**src/rtl/cla_multiword_sequencer.sv**
```systemverilog
// rtl/cla_multiword_sequencer.sv - WIDTH-bit adder built from one 4-bit carry-lookahead slice reused LSB-first.
module cla_multiword_sequencer #(
  parameter int WIDTH = 16
) (
  input  logic             clk,
  input  logic             rst,
  input  logic             in_valid,
  output logic             in_ready,
  input  logic [WIDTH-1:0] in_a,
  input  logic [WIDTH-1:0] in_b,
  input  logic             in_cin,
  output logic             out_valid,
  input  logic             out_ready,
  output logic [WIDTH-1:0] out_sum,
  output logic             out_cout,
  output logic             busy
);

  localparam int NSLICE = WIDTH / 4;
  localparam int IDXW   = (NSLICE > 1) ? $clog2(NSLICE) : 1;
  localparam logic [IDXW-1:0] LAST_IDX = IDXW'(NSLICE - 1);

  typedef enum logic [1:0] {
    IDLE = 2'd0,
    RUN  = 2'd1,
    DONE = 2'd2
  } state_t;

  state_t state, next_state;

  logic [NSLICE-1:0][3:0] a_reg, b_reg, sum_reg;
  logic [IDXW-1:0]        idx;
  logic                   carry;
  logic                   cout_reg;

  logic                   accept;
  logic                   last_slice;

  logic [3:0] s_a, s_b, s_g, s_p, s_sum;
  logic [4:0] s_c;

  // 4-bit lookahead slice: every carry is a flat sum of products of g/p and carry-in.
  always_comb begin
    s_a    = a_reg[idx];
    s_b    = b_reg[idx];
    s_g    = s_a & s_b;
    s_p    = s_a ^ s_b;
    s_c[0] = carry;
    s_c[1] = s_g[0] | (s_p[0] & carry);
    s_c[2] = s_g[1] | (s_p[1] & s_g[0]) | (s_p[1] & s_p[0] & carry);
    s_c[3] = s_g[2] | (s_p[2] & s_g[1]) | (s_p[2] & s_p[1] & s_g[0])
           | (s_p[2] & s_p[1] & s_p[0] & carry);
    s_c[4] = s_g[3] | (s_p[3] & s_g[2]) | (s_p[3] & s_p[2] & s_g[1])
           | (s_p[3] & s_p[2] & s_p[1] & s_g[0])
           | (s_p[3] & s_p[2] & s_p[1] & s_p[0] & carry);
    s_sum  = s_p ^ s_c[3:0];
  end

  always_ff @(posedge clk) begin
    if (rst) begin
      state <= IDLE;
    end else begin
      state <= next_state;
    end
  end

  always_comb begin
    next_state = state;
    in_ready   = 1'b0;
    out_valid  = 1'b0;
    busy       = 1'b0;
    accept     = 1'b0;
    last_slice = (idx == LAST_IDX);
    case (state)
      IDLE: begin
        in_ready = 1'b1;
        accept   = in_valid;
        if (in_valid) begin
          next_state = RUN;
        end
      end
      RUN: begin
        busy = 1'b1;
        if (last_slice) begin
          next_state = DONE;
        end
      end
      DONE: begin
        busy      = 1'b1;
        out_valid = 1'b1;
        if (out_ready) begin
          next_state = IDLE;
        end
      end
      default: next_state = IDLE;
    endcase
  end

  always_ff @(posedge clk) begin
    if (rst) begin
      a_reg    <= '0;
      b_reg    <= '0;
      sum_reg  <= '0;
      idx      <= '0;
      carry    <= 1'b0;
      cout_reg <= 1'b0;
    end else if (accept) begin
      a_reg <= in_a;
      b_reg <= in_b;
      carry <= in_cin;
      idx   <= '0;
    end else if (state == RUN) begin
      sum_reg[idx] <= s_sum;
      carry        <= s_c[4];
      if (last_slice) begin
        cout_reg <= s_c[4];
        idx      <= '0;
      end else begin
        idx <= idx + 1'b1;
      end
    end
  end

  assign out_sum  = sum_reg;
  assign out_cout = cout_reg;

endmodule

```
**config.mk**
```make
export PLATFORM = sky130hd
export DESIGN_NAME = cla_multiword_sequencer
export DESIGN_NICKNAME = d
export VERILOG_FILES = /design/src/rtl/cla_multiword_sequencer.sv
export SDC_FILE = /design/constraint.sdc
export NUM_CORES = 1
export LEC_CHECK = 0
export CELL_PAD_IN_SITES_DETAIL_PLACEMENT = 2
export CELL_PAD_IN_SITES_GLOBAL_PLACEMENT = 2
export CORE_MARGIN = 4
export CORE_UTILIZATION = 29
export DETAILED_ROUTE_END_ITERATION = 6
export PLACE_DENSITY_LB_ADDON = 0.12
export RECOVER_POWER = 50
export SYNTH_ARGS = -nofsm -noshare
export SYNTH_HDL_FRONTEND = slang
export SYNTH_SLANG_ARGS = --single-unit
```
**constraint.sdc**
```tcl
create_clock -name clk -period 3.42 [get_ports clk]
set_clock_uncertainty 0.05 [all_clocks]
set_input_delay 0.342 -clock clk [delete_from_list [all_inputs] [get_ports clk]]
set_output_delay 0.342 -clock clk [all_outputs]
set_load 0.01 [all_outputs]
```
# Word level (Yosys, flattened, before mapping)
# Cells that the tools add are included.
dict set report totals {
  word_cells 81
  output_inout_bits 20
  inputBits 37
  ff_bits 54
}
dict set report classes {
  order_cmp 2
  muxes 18
  add_sub_neg 1
  eq_ne 6
  bitwise_logic 30
  n_reduce_logical 8
}
# operator count
set op_table {}
lappend op_table {{AND 1 bit} 16}
lappend op_table {{binary-select mux 4 bit (select 2 bit)} 2}
lappend op_table {{bitwise mux 16 bit} 1}
lappend op_table {{2-to-1 mux 4 bit} 3}
lappend op_table {{OR 1 bit} 10}
lappend op_table {{demux 4 bit (select 2 bit)} 1}
lappend op_table {{2-to-1 mux 2 bit} 4}
lappend op_table {{bitwise XOR 4 bit} 2}
lappend op_table {{2-to-1 mux 1 bit} 6}
lappend op_table {{!= test 2 bit (second input constant)} 3}
lappend op_table {{one-hot mux 2 bit (3 select lines)} 1}
lappend op_table {{AND reduction 3 bit} 2}
lappend op_table {{AND 4 bit} 1}
lappend op_table {{equality test 2 bit (second input constant)} 2}
lappend op_table {{OR reduction 2 bit} 2}
lappend op_table {{< comparator 2 x 3 -> 1 bit (second input constant)} 1}
lappend op_table {{adder 2 x 1 -> 2 bit (second input constant)} 1}
lappend op_table {{equality test 2 x 1 -> 1 bit (second input constant)} 1}
lappend op_table {{>= comparator 2 x 1 -> 1 bit (second input constant)} 1}
lappend op_table {{zero test 2 bit} 1}
lappend op_table {{AND reduction 2 bit} 1}
lappend op_table {{nonzero test 2 bit} 1}
lappend op_table {{logical AND 1 bit} 1}
lappend op_table {{NOT 1 bit} 1}

# Longest topological paths before layout
dict set report logic_depth {
  word_depth 10
  mapped_depth 8
  ltp_nobuf 7
}

# Worst setup path after synthesis
# No wires, ideal clock.
dict set report synth_timing {
  kind {register -> register}
  startpoint {reg idx[0]}
  endpoint {reg sum_reg, in the netlist out_sum[3]}
  t_required_ps 3308
  path_buffers 1
  path_slack_ps 880
  path_stages_with_launch 8
  period_less_slack_ps 2540
  t_arrival_ps 2429
  path_cell_list {dfxtp_1 buf_2 mux4_2 ha_1 a211oi_4 nor2_2 or4_1 nand3_1}
}
dict set report synth_via {
  elab_chain_cells 9
}
# item line_no
set synth_lines {}
lappend synth_lines {{from (decl)} 32} ;# logic [IDXW-1:0] idx;
lappend synth_lines {{from (signal assigned)} 119} ;# idx <= idx + 1'b1;
lappend synth_lines {{binary-select mux 4 bit (select 2 bit), on equally long branches} {44, 45}}
lappend synth_lines {{2-to-1 mux 4 bit, on equally long branches} {44, 45}}
lappend synth_lines {{bitwise XOR 4 bit or AND 4 bit (tied branches)} {47, 46}}
lappend synth_lines {{AND 1 bit, on equally long branches} {51, 52}}
lappend synth_lines {{OR 1 bit, or another cell as far along} 51} ;# s_c[3] = s_g[2] | (s_p[2] & s_g[1]) | (s_p[2] & s_p[1] & s_g[0])
lappend synth_lines {{OR 1 bit or AND 1 bit (tied branches)} {51, 52}}
lappend synth_lines {{OR 1 bit} 52} ;# | (s_p[2] & s_p[1] & s_p[0] & carry);
lappend synth_lines {{bitwise XOR 4 bit} 56} ;# s_sum = s_p ^ s_c[3:0];
lappend synth_lines {{bitwise mux 16 bit (*)} 113} ;# sum_reg[idx] <= s_sum;
lappend synth_lines {{to (signal, indexed assignment)} 113}
lappend synth_lines {{to (decl)} 31} ;# logic [NSLICE-1:0][3:0] a_reg, b_reg, sum_reg;
# Mark *: on every way between the ends. The rest lies on a longest branch, timed or not. The select of a mux whose other input is x is not followed.
# A chain may end at the register's enable or synchronous reset.

# Worst setup path in the final report
# Same ends and word-level chain as after synthesis.

==> results.json <==
{
  "dpl_cell_area_um2": 3080,
  "maxSlewHeadroom_pct": 31.0,
  "tns_ns": 0,
  "viasPerCell": 4.89,
  "synth_area_um2": 2430,
  "layout.nets": 387,
  "layout.cells.non_filler": 444,
  "tritoncts": "built",
  "htree_levels": 2,
  "async_flop_share_pct": 0,
  "fmax_mhz": 377,
  "hp-class": "reg -> reg",
  "cts_resized": 0,
  "timing.hold.ws_ns": 0.412,
  "cts_sinks": 54,
  "synth.top_cells.by_count": "73 x nand2_1, 54 x dfxtp_1, 44 x a21oi_1",
  "cts_buffers": 5,
  "post_cts_buffers": 0,
  "numPortBuffers": 56,
  "synth_nets": 337,
  "synthToLayoutAreaGrowth_pct": 32.1,
  "routabilityCongestion": 0.753,
  "finalCriticalPeriod_ns": 2.65,
  "fillers": 936,
  "worst_slew_pin_slew_ns": 1.03,
  "cap_violations": 0,
  "yosysMostFrequentCell": "nand2_1",
  "synth_cell_type_count": 29,
  "drive_gt1_share_pct": 6.78,
  "grt_max_degree": 42,
  "ys.flop_type": "dfxtp_1",
  "netlist_instances": 288,
  "finalHoldViolations": 0,
  "cp-end-kind": "register",
  "drt_iter0_markers": 25,
  "ys_warn_count": 0,
  "root_buffer": "clkbuf_8",
  "gr-usage-all-layers_pct": 13.9,
  "grt_pass1_wl_um": 11200,
  "ys_seq_area_share_pct": 44.4,
  "fp.dieW_um": 99.6,
  "die_h_um": 99.6,
  "rr_startpoint": "idx[0]",
  "drt-total-wl_um": 6730,
  "path_clk_slew_ns": 0.10,
  "core_region_area_um2": 8180,
  "clockBufferDepth": 2,
  "synth.top_cell.area_share_pct": 44.4,
  "fin_ws_ns": 0.766,
  "wire_per_inst_um": 15.2,
  "dpl.hpwl_um": 5090,
  "drc_errors": 0,
  "overflow": 0,
  "synth_edf_count": 0,
  "antenna_found_initial": 0,
  "worstSetupStartpoint": "idx[0]",
  "num_vias": 2169,
  "clock_latency_ns": 0.30,
  "path_class": "reg -> reg",
  "dr.pass1.iters": 4,
  "grt_pass1_vias": 2280,
  "rsz0062_at_grt": "false",
  "dp.cells": 436,
  "arrival_ns": 2.86,
  "io_pins": 57,
  "setup_viol": 0,
  "die-area_um2": 9930,
  "synth_top_area_cell": "dfxtp_1",
  "worst_ir_drop_vdd_v": 0.000186,
  "status": "completed",
  "ys_ff_latch": 54,
  "postRouteAntennaNets": 0,
  "postLayoutCellArea_um2": 3220,
  "holdCritStartpoint": "b_reg[11]",
  "pre_cts_slack_ns": 0.755,
  "multi_input_area_um2": 1240,
  "ctsHoldBuffers": 0,
  "initial_core_util_pct": 29.8,
  "power_density_nw_per_um2": 629,
  "rows": 33,
  "timing_max_transition_violations_final": 0,
  "n_antenna_cell": 0,
  "cp_max_fo": 9,
  "register_area_um2": 1080,
  "finalCritPeriodShare_pct": 77.6,
  "synth_area_per_cell_um2": 8.45,
  "worst_ep_required_time_ns": 3.62,
  "leakage_nw": 1.23,
  "synth_area_leaders": "dfxtp_1 44%, nand2_1 11%, a21oi_1 9.0%",
  "cp-start-kind": "register"
}
==> metrics by stage <==
stage,util (%),power (mW)
after CTS,39.4,2.09
after global placement,37.6,1.53
after detailed placement,37.6,1.55
final,39.3,2.02
after floorplan,-,1.28
after global routing,39.3,2.16
==> final cells by class <==
cell class / instances / share of cell area (%)
Clock buffer: 6 / 2.57
Timing Repair Buffer: 60 / 18.1
Inverter: 11 / 1.28
Clock inverter: 2 / 1.87
Multi-Input combinational cell: 206 / 38.5
Sequential cell: 54 / 33.6
Tap cell: 105 / 4.09
==> critical path, stage by stage (launching register included) <==
cell      delay (ns)
dfxtp_1         0.58
mux4_2          0.59
ha_1            0.35
a211oi_4        0.29
nor2_2          0.13
or4_1           0.52
nand3_1         0.08
==> path summary, 6_finish.rpt <==
check | endpoint | slack [ns] | depth (start not counted)
setup / recovery | out_sum[3] | 0.77 | 6
hold / removal | b_reg[11] | 0.41 | 2
setup reg to reg | out_sum[3] | 0.77 | 6
hold reg to reg | b_reg[11] | 0.41 | 2
==> cells in the final DEF, fill, tap and decap left out, types with 7 or more instances in the layout <==
master,n
clkdlybuf4s50_1,35
dlygate4sd3_1,20
inv_1,11
mux4_2,8
nand2_1,73
ha_1,11
dfxtp_1,54
nor3_1,7
a21oi_1,44
nor2_1,21
==> per-layer routing <==
layer / part of all wire, % / global-route usage, %
met5: 0 / 0
met4: 0.97 / 3.47
met3: 3.8 / 2.31
met2: 50 / 24.6
met1: 45 / 17.6
==> where the power goes <==
group / total (mW) / internal (mW) / switching, mW
combinational: 0.704 / 0.294 / 0.410
sequential: 0.795 / 0.725 / 0.0700
clock: 0.523 / 0.312 / 0.211
==> kinds of logic after synthesis <==
logic type	after synthesis	share of synthesized area [%]
compound gates	57	13.2
xor+xnor	1	0.360
fa+ha+maj	12	6.47
buf+inv	28	4.78
flops	54	44.4
mux	12	9.04
simple gates	124	21.7
Note: power is estimated with default switching activity, not from simulation.
